===== src/rtl/sort_host_ctrl.sv =====
// Host-side controller for the sorter: streams a job of DEPTH words into the
// sorter RAM, kicks off a sort, waits for completion and streams the sorted
// words back out with a last marker.
module sort_host_ctrl #(
    parameter int unsigned N       = 8,
    parameter int unsigned L       = 4,
    parameter int unsigned DEPTH   = 8,
    parameter int unsigned TIMEOUT = 4096
) (
    input  logic         clk,
    input  logic         rst,
    input  logic         in_valid,
    output logic         in_ready,
    input  logic [N-1:0] in_data,
    output logic         out_valid,
    input  logic         out_ready,
    output logic [N-1:0] out_data,
    output logic         out_last,
    output logic         busy,
    output logic         err_timeout,
    output logic         WrInit,
    output logic         Rd,
    output logic [L-1:0] RAddr,
    output logic [N-1:0] DataIn,
    output logic         start,
    input  logic [N-1:0] DataOut,
    input  logic         done
);

    localparam int unsigned CW = L + 1;
    localparam int unsigned TW = $clog2(TIMEOUT) + 1;
    localparam logic [CW-1:0] LAST_IDX = CW'(DEPTH - 1);
    localparam logic [TW-1:0] T_LAST   = TW'(TIMEOUT - 1);

    typedef enum logic [2:0] {
        S_IDLE,
        S_LOAD,
        S_START,
        S_WAIT_LO,
        S_WAIT_HI,
        S_RD_ISSUE,
        S_RD_CAP,
        S_OUT_HOLD
    } state_t;

    state_t        state_q, state_d;
    logic [CW-1:0] wcnt_q;
    logic [CW-1:0] rcnt_q;
    logic [TW-1:0] tcnt_q;
    logic          hs_in;
    logic          timeout_c;

    // in_ready is only ever high in IDLE/LOAD, so this is the load handshake
    assign hs_in = in_valid & in_ready;

    // Next-state decode plus the sorter-side strobes (RAM write follows the handshake directly)
    always_comb begin
        state_d   = state_q;
        timeout_c = 1'b0;
        WrInit    = 1'b0;
        Rd        = 1'b0;
        start     = 1'b0;
        RAddr     = '0;
        DataIn    = '0;
        unique case (state_q)
            S_IDLE: begin
                if (hs_in) begin
                    WrInit  = 1'b1;
                    RAddr   = L'(wcnt_q);
                    DataIn  = in_data;
                    state_d = (DEPTH == 1) ? S_START : S_LOAD;
                end
            end
            S_LOAD: begin
                if (hs_in) begin
                    WrInit = 1'b1;
                    RAddr  = L'(wcnt_q);
                    DataIn = in_data;
                    if (wcnt_q == LAST_IDX) begin
                        state_d = S_START;
                    end
                end
            end
            S_START: begin
                start   = 1'b1;
                state_d = S_WAIT_LO;
            end
            S_WAIT_LO: begin
                if (!done) begin
                    state_d = S_WAIT_HI;
                end else if (tcnt_q + TW'(1) == T_LAST) begin
                    timeout_c = 1'b1;
                    state_d   = S_IDLE;
                end
            end
            S_WAIT_HI: begin
                if (done) begin
                    state_d = S_RD_ISSUE;
                end else if (tcnt_q + TW'(1) == T_LAST) begin
                    timeout_c = 1'b1;
                    state_d   = S_IDLE;
                end
            end
            S_RD_ISSUE: begin
                Rd      = 1'b1;
                RAddr   = L'(rcnt_q);
                state_d = S_RD_CAP;
            end
            S_RD_CAP: begin
                state_d = S_OUT_HOLD;
            end
            S_OUT_HOLD: begin
                if (out_ready) begin
                    state_d = out_last ? S_IDLE : S_RD_ISSUE;
                end
            end
        endcase
    end

    // State, counters and registered stream outputs
    always_ff @(posedge clk) begin
        if (rst) begin
            state_q     <= S_IDLE;
            wcnt_q      <= '0;
            rcnt_q      <= '0;
            tcnt_q      <= '0;
            in_ready    <= 1'b0;
            busy        <= 1'b0;
            err_timeout <= 1'b0;
            out_valid   <= 1'b0;
            out_data    <= '0;
            out_last    <= 1'b0;
        end else begin
            state_q  <= state_d;
            in_ready <= (state_d == S_IDLE) || (state_d == S_LOAD);
            busy     <= (state_d != S_IDLE);
            if (timeout_c) begin
                err_timeout <= 1'b1;
            end
            unique case (state_q)
                S_IDLE: begin
                    if (hs_in) begin
                        wcnt_q <= CW'(1);
                    end
                end
                S_LOAD: begin
                    if (hs_in) begin
                        wcnt_q <= wcnt_q + CW'(1);
                    end
                end
                S_START: begin
                    wcnt_q <= '0;
                    tcnt_q <= '0;
                end
                S_WAIT_LO: begin
                    tcnt_q <= tcnt_q + TW'(1);
                end
                S_WAIT_HI: begin
                    tcnt_q <= tcnt_q + TW'(1);
                    if (done) begin
                        rcnt_q <= '0;
                    end
                end
                S_RD_ISSUE: begin
                end
                S_RD_CAP: begin
                    out_data  <= DataOut;
                    out_last  <= (rcnt_q == LAST_IDX);
                    out_valid <= 1'b1;
                end
                S_OUT_HOLD: begin
                    if (out_ready) begin
                        out_valid <= 1'b0;
                        out_last  <= 1'b0;
                        if (!out_last) begin
                            rcnt_q <= rcnt_q + CW'(1);
                        end
                    end
                end
            endcase
        end
    end

endmodule


===== config.mk =====
export PLATFORM = sky130hd
export DESIGN_NAME = sort_host_ctrl
export DESIGN_NICKNAME = d
export VERILOG_FILES = /design/src/rtl/sort_host_ctrl.sv
export SDC_FILE = /design/constraint.sdc
export NUM_CORES = 1
export LEC_CHECK = 0
export CORE_MARGIN = 2
export CORE_UTILIZATION = 25
export CTS_BUF_LIST = sky130_fd_sc_hd__clkbuf_4 sky130_fd_sc_hd__clkbuf_8
export CTS_CLUSTER_DIAMETER = 150
export DETAILED_ROUTE_END_ITERATION = 6
export GPL_ROUTABILITY_DRIVEN = 0
export SYNTH_ARGS = -nofsm -noshare
export SYNTH_HDL_FRONTEND = slang
export SYNTH_SLANG_ARGS = --single-unit

===== constraint.sdc =====
create_clock -name clk -period 5.2 [get_ports clk]
set_input_delay 1.04 -clock clk [delete_from_list [all_inputs] [get_ports clk]]
set_output_delay 1.04 -clock clk [all_outputs]
set_load 0.01 [all_outputs]

Word-level counts from Yosys, hierarchy flattened
Cells that the tools add are included.
{"block": "totals", "ff_bits": 39, "in_bits": 21, "out_inout_bits": 28, "word_cells": 75}
{"block": "classes", "add_sub_neg": 3, "eq_ne": 16, "muxes": 32, "bitwise_logic": 1, "reduce_logical": 13}
{"op": "$pmux W13 S2", "count": 1}
{"op": "$mux W5", "count": 5}
{"op": "$mux W3", "count": 8}
{"op": "$pmux W3 S8", "count": 1}
{"op": "$mux W8", "count": 2}
{"op": "$pmux W5 S3", "count": 1}
{"op": "$add A13 B1 Y13 const B", "count": 1}
{"op": "$eq A13 B12 Y1 const B", "count": 1}
{"op": "$eq A3 B3 Y1 const B", "count": 4}
{"op": "$add A5 B1 Y5 const B", "count": 2}
{"op": "$eq A5 B3 Y1 const B", "count": 2}
{"op": "$ne A2 B2 Y1 const B", "count": 5}
{"op": "$pmux W5 S2", "count": 1}
{"op": "$mux W1", "count": 8}
{"op": "$pmux W4 S2", "count": 1}
{"op": "$eq A3 B1 Y1 const B", "count": 2}
{"op": "$eq A3 B2 Y1 const B", "count": 2}
{"op": "$logic_not A3 Y1", "count": 2}
{"op": "$pmux W1 S2", "count": 3}
{"op": "$reduce_bool A2 Y1", "count": 3}
{"op": "$reduce_bool A3 Y1", "count": 2}
{"op": "$mux W4", "count": 1}
{"op": "$reduce_and A4 Y1", "count": 1}
{"op": "$reduce_or A2 Y1", "count": 2}
{"op": "4 further kinds", "count": 4}

Longest topological paths before layout
Gate-level depths: netlist of the first run.
{"block": "depth", "word_depth": 7, "ltp_mapped": 9}

Worst setup path before layout of the first run
No wires, ideal clock.
{"block": "synth_path", "kind": "input -> output", "start": "input port in_valid", "end": "output port RAddr[3]", "arrival_ns": 2.052, "t_required_ns": 4.160, "setup_slack_ns": 2.108, "path_stages": 5, "cell_sequence": "nand2_1 or3_1 inv_2 clkbuf_1 a22o_1"}
{"block": "synth_via", "elab_chain_len": 3}
{"element": "start: declaration", "line_no": "12", "rtl": "input logic in_valid,"}
{"element": "$and A1 B1 Y1", "line_no": "54", "rtl": "assign hs_in = in_valid & in_ready;"}
{"element": "$mux W4", "line_no": "67, 75"}
{"element": "$pmux W4 S2", "line_no": "65", "rtl": "unique case (state_q)"}
{"element": "end: declaration", "line_no": "23", "rtl": "output logic [L-1:0] RAddr,"}
Every way passes these cells.

Worst setup path after layout of the first run
{"block": "layout_path", "start": "input port in_valid", "end": "output port RAddr[2]"}
The elaborated chain is that of the path after synthesis.

==> results.cfg, run 1 <==
[grt]
antenna_found_initial = 0
gr-total-overflow = 0
first_global_vias = 1995
grt_start_max_net_pins = 33
grt_use_total_pct = 11.9
grt_pass1_wl_um = 9430

[sta]
finalHoldViolCount = 0
whs_ps = 456
fin_tns_setup_ps = 0
layout_setup_ws_ps = 1230
tightest_slew_ps = 877
setup_violations = 0
relSlewSlack_pct = 41.5
final_max_slew_viol_count = 0
finalCritPeriodShare_pct = 76.3
timing.fmax_mhz = 252
rsz0062_at_grt = no
finalCriticalPeriod_ps = 3970
skew_ps = 3.22

[finish]
final_cells = 425
antenna_cells = 0
multi_input_area_sq_um = 1260
regArea_sq_um = 781
final_nets = 344
drive_gt1_share_pct = 5.31
syn_to_final_growth_pct = 30.2
fill_cells = 894

[power]
p_leak_nw = 0.982
power.density_nw_per_um2 = 232
ir_drop_mv = 0.0858
finalPower_uw = 655

[worst_hold_path]
whs_path_depth = 2
worstHoldStart = out_data[3]$_SDFFE_PP0P_
min_to = out_data[3]$_SDFFE_PP0P_
min-delay-path-class = reg -> reg

[clocking]
cts-htree-levels = 2
postCtsResizedCells = 0
cts_tree = yes
clock_path_buffers = 2
cts_sinks = 39
clkLatencyLatePin_ps = 290
cts-root-buf = clkbuf_8
postCtsSetupBuffers = 0
numCtsBuffers = 5
path_clk_slew_ps = 80
ctsHoldBuffers = 0

[detailed_routing]
wl_per_cell_um = 12.8
dr.first_iter.drc_count = 104
first_pass_iters = 4
wirelength_um = 5460
vias_per_cell = 4.88
vias = 2075
ant_nets = 0
post-route-drc-count = 0

[placement]
dp.cells = 417
portBuffers = 48
place_hpwl_um = 4010
dp_slack_ps = 1230

[worst_setup_path]
reg2reg_depth = 6
rr_startpoint = state_q[2]$_SDFF_PP0_
critical_path_arrival_ps = 2930
path_max_fanout = 16
crit_path_start = in_valid
cp-start-kind = input pin
cp.required_ps = 4160
r2r-end = tcnt_q[11]$_SDFFE_PP0P_
crit_type = in -> out
rrSetupSlack_ps = 2750
end_kind = primary output

[synth]
ys_warn_count = 0
synth-seq-cells = 39
synth_fp_nets = 307
yosys-top-cells-area = dfxtp_1, nand2_1, nor2_1
yosysTopAreaCellShare_pct = 36.0
yosysSeqAreaShare_pct = 36.0
yosys.area.top_type = dfxtp_1
synth_ff_type = dfxtp_1
synthCells = 282
syn_area_per_cell_sq_um = 7.70
synth_cell_type_count = 49
synth_most_common_cell = nand2_1
ys_async_sr_fraction_pct = 0
synth_edf_count = 0
syn_area_sq_um = 2170
synthTopCellsByCount = nand2_1, dfxtp_1, nor2_1, a21oi_1

[run_status]
status = finished, final reports clean

[die]
fp.dieW_um = 97.2
core-area_sq_um = 8300
die_area_sq_um = 9440
die_h_um = 97.2
start_util_pct = 26.2
io_pins = 49
num_rows = 33

[run]
max_cap_violations = 0
cell usage in the layout, fill, tap and decap left out, drive strengths merged, types with 2 or more instances in the layout:
master	Yosys	routed
nor3	4	4
or3	4	4
nand4b	3	3
o31ai	4	4
bufinv	0	2
nand3	11	11
a211oi	2	2
nor2	33	33
a21o	2	2
nand3b	4	4
a22o	4	4
o22ai	3	3
a32oi	2	2
nand2b	4	4
inv	7	7
a31oi	8	8
clkbuf	9	6
o21ai	12	12
nand2	41	41
xor2	7	7
ha	4	4
a21oi	24	24
and3	6	6
dfxtp	39	39
clkdlybuf4s50	0	48
a311oi	3	3
nand4	6	6
and2	11	11
critical path, cell delays in order:
cell	delay (ps)
clkdlybuf4s50_1	500
nand2_1	80
or3_1	400
inv_2	210
a22o_1	160
clkdlybuf4s50_1	540
per-stage QoR:
stage,utilization (%),area (sq um)
3_3_place_gp,32.4,2690
3_5_place_dp,32.4,2690
5_1_grt,34.1,2830
6_report,34.1,2830
4_1_cts,34.1,2830
2_1_floorplan,-,2170
kinds of logic (layout without fill, tap and decap cells):
group / after synthesis / count (layout) / share of synthesized area, %
adders and majority gates: 4 / 4 / 2.31
and+or+nand+nor: 132 / 132 / 30.5
DFF: 39 / 39 / 36.0
AOI/OAI and AO/OA: 72 / 72 / 21.3
buffers and inverters: 26 / 64 / 5.82
muxes: 1 / 1 / 0.519
xor gates and xnor gates: 8 / 8 / 3.57
worst max path at each step:
| stage | to | slack (ps) | cells after the start |
|---|---|---|---|
| 6_report | RAddr[2] | 1230 | 6 |
| 3_3_place_gp | RAddr[3] | 1320 | 6 |
| 3_5_place_dp | RAddr[2] | 1230 | 6 |
| 2_1_floorplan | RAddr[3] | 2110 | 5 |
| 5_1_grt | DataIn[5] | 1120 | 6 |
| 4_1_cts | RAddr[2] | 1230 | 6 |
flip-flops by register name, indices dropped and copies added (netlist names):
name         count
busy             1
err_timeout      1
in_ready         1
out_data         8
out_last         1
out_valid        1
rcnt_q           5
state_q          3
tcnt_q          13
wcnt_q           5
where the power goes:
group	switching [mW]	total, mW	internal, mW	leakage, nW
Clock	0.109	0.306	0.197	0.0688
Combinational	0.0195	0.0451	0.0256	0.598
Sequential	0.00377	0.304	0.301	0.315
per-layer routing:
metal / track usage [%] / part of all wire [%] / vias to the layer above
met2: 19.1 / 46 / 38
met1: 15.2 / 48 / 957
met4: 3.90 / 1.3 / 0
met3: 3.53 / 4.5 / 7
met5: 0 / 0 / -
li1: - / - / 1073
cell type report:
type / instances / share of cell area [%]
clock inverter: 2 / 2.12
timing repair buffer: 49 / 17.3
inverter: 7 / 0.930
clock buffer: 6 / 2.70
multi-input combinational: 217 / 44.7
tap: 105 / 4.65
sequential: 39 / 27.6
Note: power is estimated with default switching activity, not from simulation.
==> run 2, diff against run 1 <==
==> constraint.sdc (replaced) <==
create_clock -name clk -period 3.95 [get_ports clk]
set_input_delay 0.79 -clock clk [delete_from_list [all_inputs] [get_ports clk]]
set_output_delay 0.79 -clock clk [all_outputs]
set_load 0.01 [all_outputs]
==> results.cfg, run 2 (synthesis gave the netlist of run 1 again) <==
[run_status]
status = finished, final reports clean

[clocking]
cts_tree = yes
cts-root-buf = clkbuf_8
clkLatencyLatePin_ps = 290
postCtsSetupBuffers = 0
ctsHoldBuffers = 0
postCtsResizedCells = 0
path_clk_slew_ps = 80
cts-htree-levels = 2
clock_path_buffers = 2
cts_sinks = 39
numCtsBuffers = 5

[power]
power.density_nw_per_um2 = 305
p_leak_nw = 0.982
ir_drop_mv = 0.138

[die]
core-area_sq_um = 8300
io_pins = 49
die_h_um = 97.2
fp.dieW_um = 97.2
die_area_sq_um = 9440
num_rows = 33
start_util_pct = 26.2

[sta]
skew_ps = 9.00
setup_violations = 0
final_max_slew_viol_count = 0
relSlewSlack_pct = 42.6
finalCritPeriodShare_pct = 87.6
whs_ps = 455
rsz0062_at_grt = no
fin_tns_setup_ps = 0
finalHoldViolCount = 0
tightest_slew_ps = 860
finalCriticalPeriod_ps = 3460
timing.fmax_mhz = 289

[finish]
most-common-layout-cells = clkdlybuf4s50_1, nand2_1, dfxtp_1, nor2_1, a21oi_1
regMostFlops = tcnt_q
reg.largest.list = tcnt_q: 13 flops, out_data: 8 flops
antenna_cells = 0
syn_to_final_growth_pct = 30.2
layout_commonest_cell = clkdlybuf4s50_1
drive_gt1_share_pct = 5.31
final_nets = 344
largest_reg_flops = 13

[grt]
antenna_found_initial = 0
grt_pass1_wl_um = 9320
first_global_vias = 1920
gr-total-overflow = 0
grt_start_max_net_pins = 22
grt_use_total_pct = 11.8

[detailed_routing]
dr.first_iter.drc_count = 134
wl_per_cell_um = 12.8
post-route-drc-count = 0
wirelength_um = 5420
ant_nets = 0
first_pass_iters = 5
vias = 2086
vias_per_cell = 4.91

[run]
max_cap_violations = 0

[worst_setup_path]
cp.required_ps = 3160
crit_type = in -> out
path_max_fanout = 16
end_kind = primary output
cp-start-kind = input pin
critical_path_arrival_ps = 2670

[placement]
portBuffers = 48
place_hpwl_um = 4000

[worst_hold_path]
min-delay-path-class = reg -> reg
[run 2: cell counts in the layout (fill, tap and decap cells not counted)]
No cell type changed its count.
[run 2: final cells by class]
class / count / area [sq um]
fill: 869 / 5470
multi-input combinational: 217 / 1260
sequential: 39 / 781
timing repair buffer: 49 / 488
tap: 105 / 131
clock buffer: 6 / 76.3
clock inverter: 2 / 60.1
inverter: 7 / 26.3
[run 2: power by group]
| group | leakage (nW) | switching (mW) | internal (mW) | total (mW) |
|---|---|---|---|---|
| combinational | 0.598 | 0.0258 | 0.0338 | 0.0596 |
| sequential | 0.315 | 0.00483 | 0.396 | 0.400 |
| clock | 0.0688 | 0.142 | 0.259 | 0.401 |
[run 2: per-stage QoR]
step           setup slack (ps)  instances  util [%]  total power, mW  cell area, sq um
6_report                    491        425      34.1            0.861              2830
5_1_grt                     398        425      34.1            0.896              2830
4_1_cts                     492        425      34.1            0.875              2830
3_5_place_dp                496        417      32.4            0.469              2690
3_3_place_gp                564        417      32.4            0.470              2690
2_1_floorplan              1360        282         -            0.431              2170
[run 2: worst paths after layout]
check,start,end,slack (ps),depth (start not counted)
worst min register to register,out_data[6]$_SDFFE_PP0P_,out_data[6]$_SDFFE_PP0P_,460,2
worst min-delay path,out_data[6]$_SDFFE_PP0P_,out_data[6]$_SDFFE_PP0P_,460,2
worst max register to register,state_q[2]$_SDFF_PP0_,tcnt_q[11]$_SDFFE_PP0P_,1520,6
worst max-delay path,in_valid,RAddr[2],490,6
[run 2: critical path, cell delays in order]
cell             delay [ps]
clkdlybuf4s50_1         500
nand2_1                  70
or3_1                   390
inv_2                   210
a22o_1                  170
clkdlybuf4s50_1         540
[run 2: routing by layer]
| metal | share of wire [%] | vias to the layer above | wire (um) | track usage, % |
|---|---|---|---|---|
| met1 | 48 | 965 | 2590 | 16.0 |
| met2 | 46 | 40 | 2510 | 18.3 |
| met4 | 1.3 | 0 | 69 | 3.58 |
| met3 | 4.6 | 6 | 247 | 3.31 |
| li1 | - | 1075 | - | - |
| met5 | 0 | - | 0 | 0 |
==> variant: new RTL, settings of run 1 <==
Change the parameter `L` from 4 to 5.
--- a/src/rtl/sort_host_ctrl.sv
+++ b/src/rtl/sort_host_ctrl.sv
@@ -4,5 +4,5 @@
 module sort_host_ctrl #(
     parameter int unsigned N       = 8,
-    parameter int unsigned L       = 4,
+    parameter int unsigned L       = 5,
     parameter int unsigned DEPTH   = 8,
     parameter int unsigned TIMEOUT = 4096
Ports: changed (resized RAddr); port bits go from 49 to 50. The function was not compared with the original's and may differ.
==> variant against run 1 <==
Worst setup slack gained 0.014 ns. Die area grew 5.4%. Synthesized area grew 5.6%. Clock power down 27%. Total power shrank 10%. Global-route usage fell by 0.19 points. Core utilization shrank 0.84 points. Via count grew 3.9%. Wire length grew 4.5%. Design area is 3.5% higher. Sequential cell count increased by 2. Critical path type is now reg2out. Largest power group is now sequential cells.
==> variant: results (changes against run 1) <==
Place
  – DP HPWL: 4190 um (was 4010 um)
  – Number of port buffers: 49 (was 48)
  – Cell Area, Placed: 2830 um^2 (was 2690 um^2)

Synth
  – Synth Warn #: 0 (unchanged)
  – Commonest cells in the netlist: dfxtp_1 (41), nand2_1 (39), nor2_1 (36), a21oi_1 (21), xor2_1 (16) (was nand2_1 (41), dfxtp_1 (39), nor2_1 (33), a21oi_1 (24))
  – Ys async rst share: 0% (unchanged)
  – Syn Nets: 311 (was 307)
  – Post-synthesis sequential area ratio: 35.8% (was 36.0%)
  – Synth cell types: 53 (was 49)
  – Cell types occupying the most area after synthesis: dfxtp_1 (36%), nand2_1 (6.4%), xor2_1 (6.1%) (was dfxtp_1 (36%), nand2_1 (7.1%), nor2_1 (5.7%))

Layout
  – Final #Nets: 351 (was 344)
  – Layout cells sized above 1: 6.12% (was 5.31%)
  – Top flop regs: tcnt_q: 13 flops, out_data: 8 flops (unchanged)

Worst setup path
  – Data arrival, critical path: 2.91 ns (was 2.93 ns)
  – CP max-delay cell: dfxtp_1 (was clkdlybuf4s50_1)
  – Max Fanout on Critical Path: 18 (was 16)
  – Register-to-register setup slack: 2.87 ns (was 2.75 ns)
  – Reg2Reg Depth: 6 (unchanged)
  – Delay-heaviest family, CP: buffers and inverters (unchanged)
  – CP max stage delay: 0.75 ns (was 0.54 ns)
  – Reg-to-Reg End: tcnt_q[12] (was tcnt_q[11])

Power and ir drop
  – Leak pwr: 0.981 nW (was 0.982 nW)
  – VDD IR-drop max: 98.9 uV (was 85.8 uV)
  – Switching share of power: 23.6% (was 20.1%)

Detailed routing
  – DR iter-0 viols: 115 (was 104)
  – WL/cell: 13.1 um (was 12.8 um)
  – Vias per Instance: 4.95 (was 4.88)

Global route
  – Largest net degree at the start of global routing: 24 (was 33)
  – GRT Resource Usage Total: 11.7% (was 11.9%)
  – First-pass GRT wire length: 9540 um (was 9430 um)
  – Vias in the first global route: 1,996 (was 1,995)

Min path
  – Hold path start: out_data[2] (was out_data[3])
  – Hold Path End: out_data[2] (was out_data[3])

Clock network
  – Num CTS Buffers: 5 (unchanged)
  – H-tree level count: 2 (unchanged)
  – Setup bufs post-CTS: 0 (unchanged)

Run status
  – Status: finished, final reports clean (unchanged)

STA
  – Slew headroom: 40.9% (was 41.5%)
  – Skew final: 0.00748 ns (was 0.00322 ns)
## variant: cell count changes after synthesis, moves of 4 or more
cell      change
nand4_1       +4
xnor2_1       +5
nor3b_1       +4
nand3b_1      -4
xor2_1        +9
a31oi_1       -6
o21ai_1       -5
## variant: area by class of cell
| type | count | area (um^2) |
|---|---|---|
| fill | 907 | 5880 |
| multi-input combinational | 221 | 1350 |
| clock buffer | 6 | 82.6 |
| tap | 108 | 135 |
| sequential | 41 | 821 |
| clock inverter | 2 | 13.8 |
| inverter | 7 | 26.3 |
| timing repair buffer | 50 | 498 |
## variant: metal layers
layer	wire, um	global-route usage (%)
met1	2690	15.9
met2	2610	18.2
met3	313	2.53
met4	87	4.21
met5	0	0
## variant: kinds of logic after synthesis
kind of cell | count (synthesis) | synth area share (%)
buf+inv | 24 | 5.35
xor+xnor | 21 | 8.02
compound gates | 62 | 18.7
fa+ha+maj | 4 | 2.18
mux | 1 | 0.437
simple gates | 133 | 29.5
flops | 41 | 35.8
## variant: per-stage QoR
step / utilization (%) / worst slack (ns) / instances / hold WS (ns)
final: 33.2 / 1.25 / 435 / 0.461
after global routing: 33.2 / 1.00 / 435 / 0.479
after CTS: 33.2 / 1.23 / 435 / 0.461
after detailed placement: 32.1 / 1.43 / 427 / 0.450
after global placement: 32.1 / 1.44 / 427 / 0.442
after floorplan: - / 2.07 / 286 / 0.469
## variant: how the worst max path moves through the flow
stage / startpoint / end / slack [ns] / cells past startpoint
3_5_place_dp: in_valid / RAddr[3] / 1.43 / 6
4_1_cts: state_q[0] / RAddr[3] / 1.23 / 4
6_report: state_q[0] / RAddr[3] / 1.25 / 4
5_1_grt: state_q[0] / RAddr[1] / 1.00 / 4
3_3_place_gp: in_valid / RAddr[3] / 1.44 / 6
2_1_floorplan: in_valid / RAddr[3] / 2.07 / 5
## variant: worst register-to-register path, delay by kind of cell, from the launching register on
kind,cells,cell delay (ns)
simple gates,5,1.27
flops,1,0.79
xor+xnor,1,0.16
## variant: power by group through the flow
stage / Clock, W / Combinational, W / Sequential [W]
final: 0.000222 / 0.0000458 / 0.000320
after global routing: 0.000243 / 0.0000497 / 0.000321
after CTS: 0.000230 / 0.0000460 / 0.000320
after detailed placement: 0 / 0.0000457 / 0.000328
after global placement: 0 / 0.0000455 / 0.000328
after floorplan: 0 / 0.0000208 / 0.000325
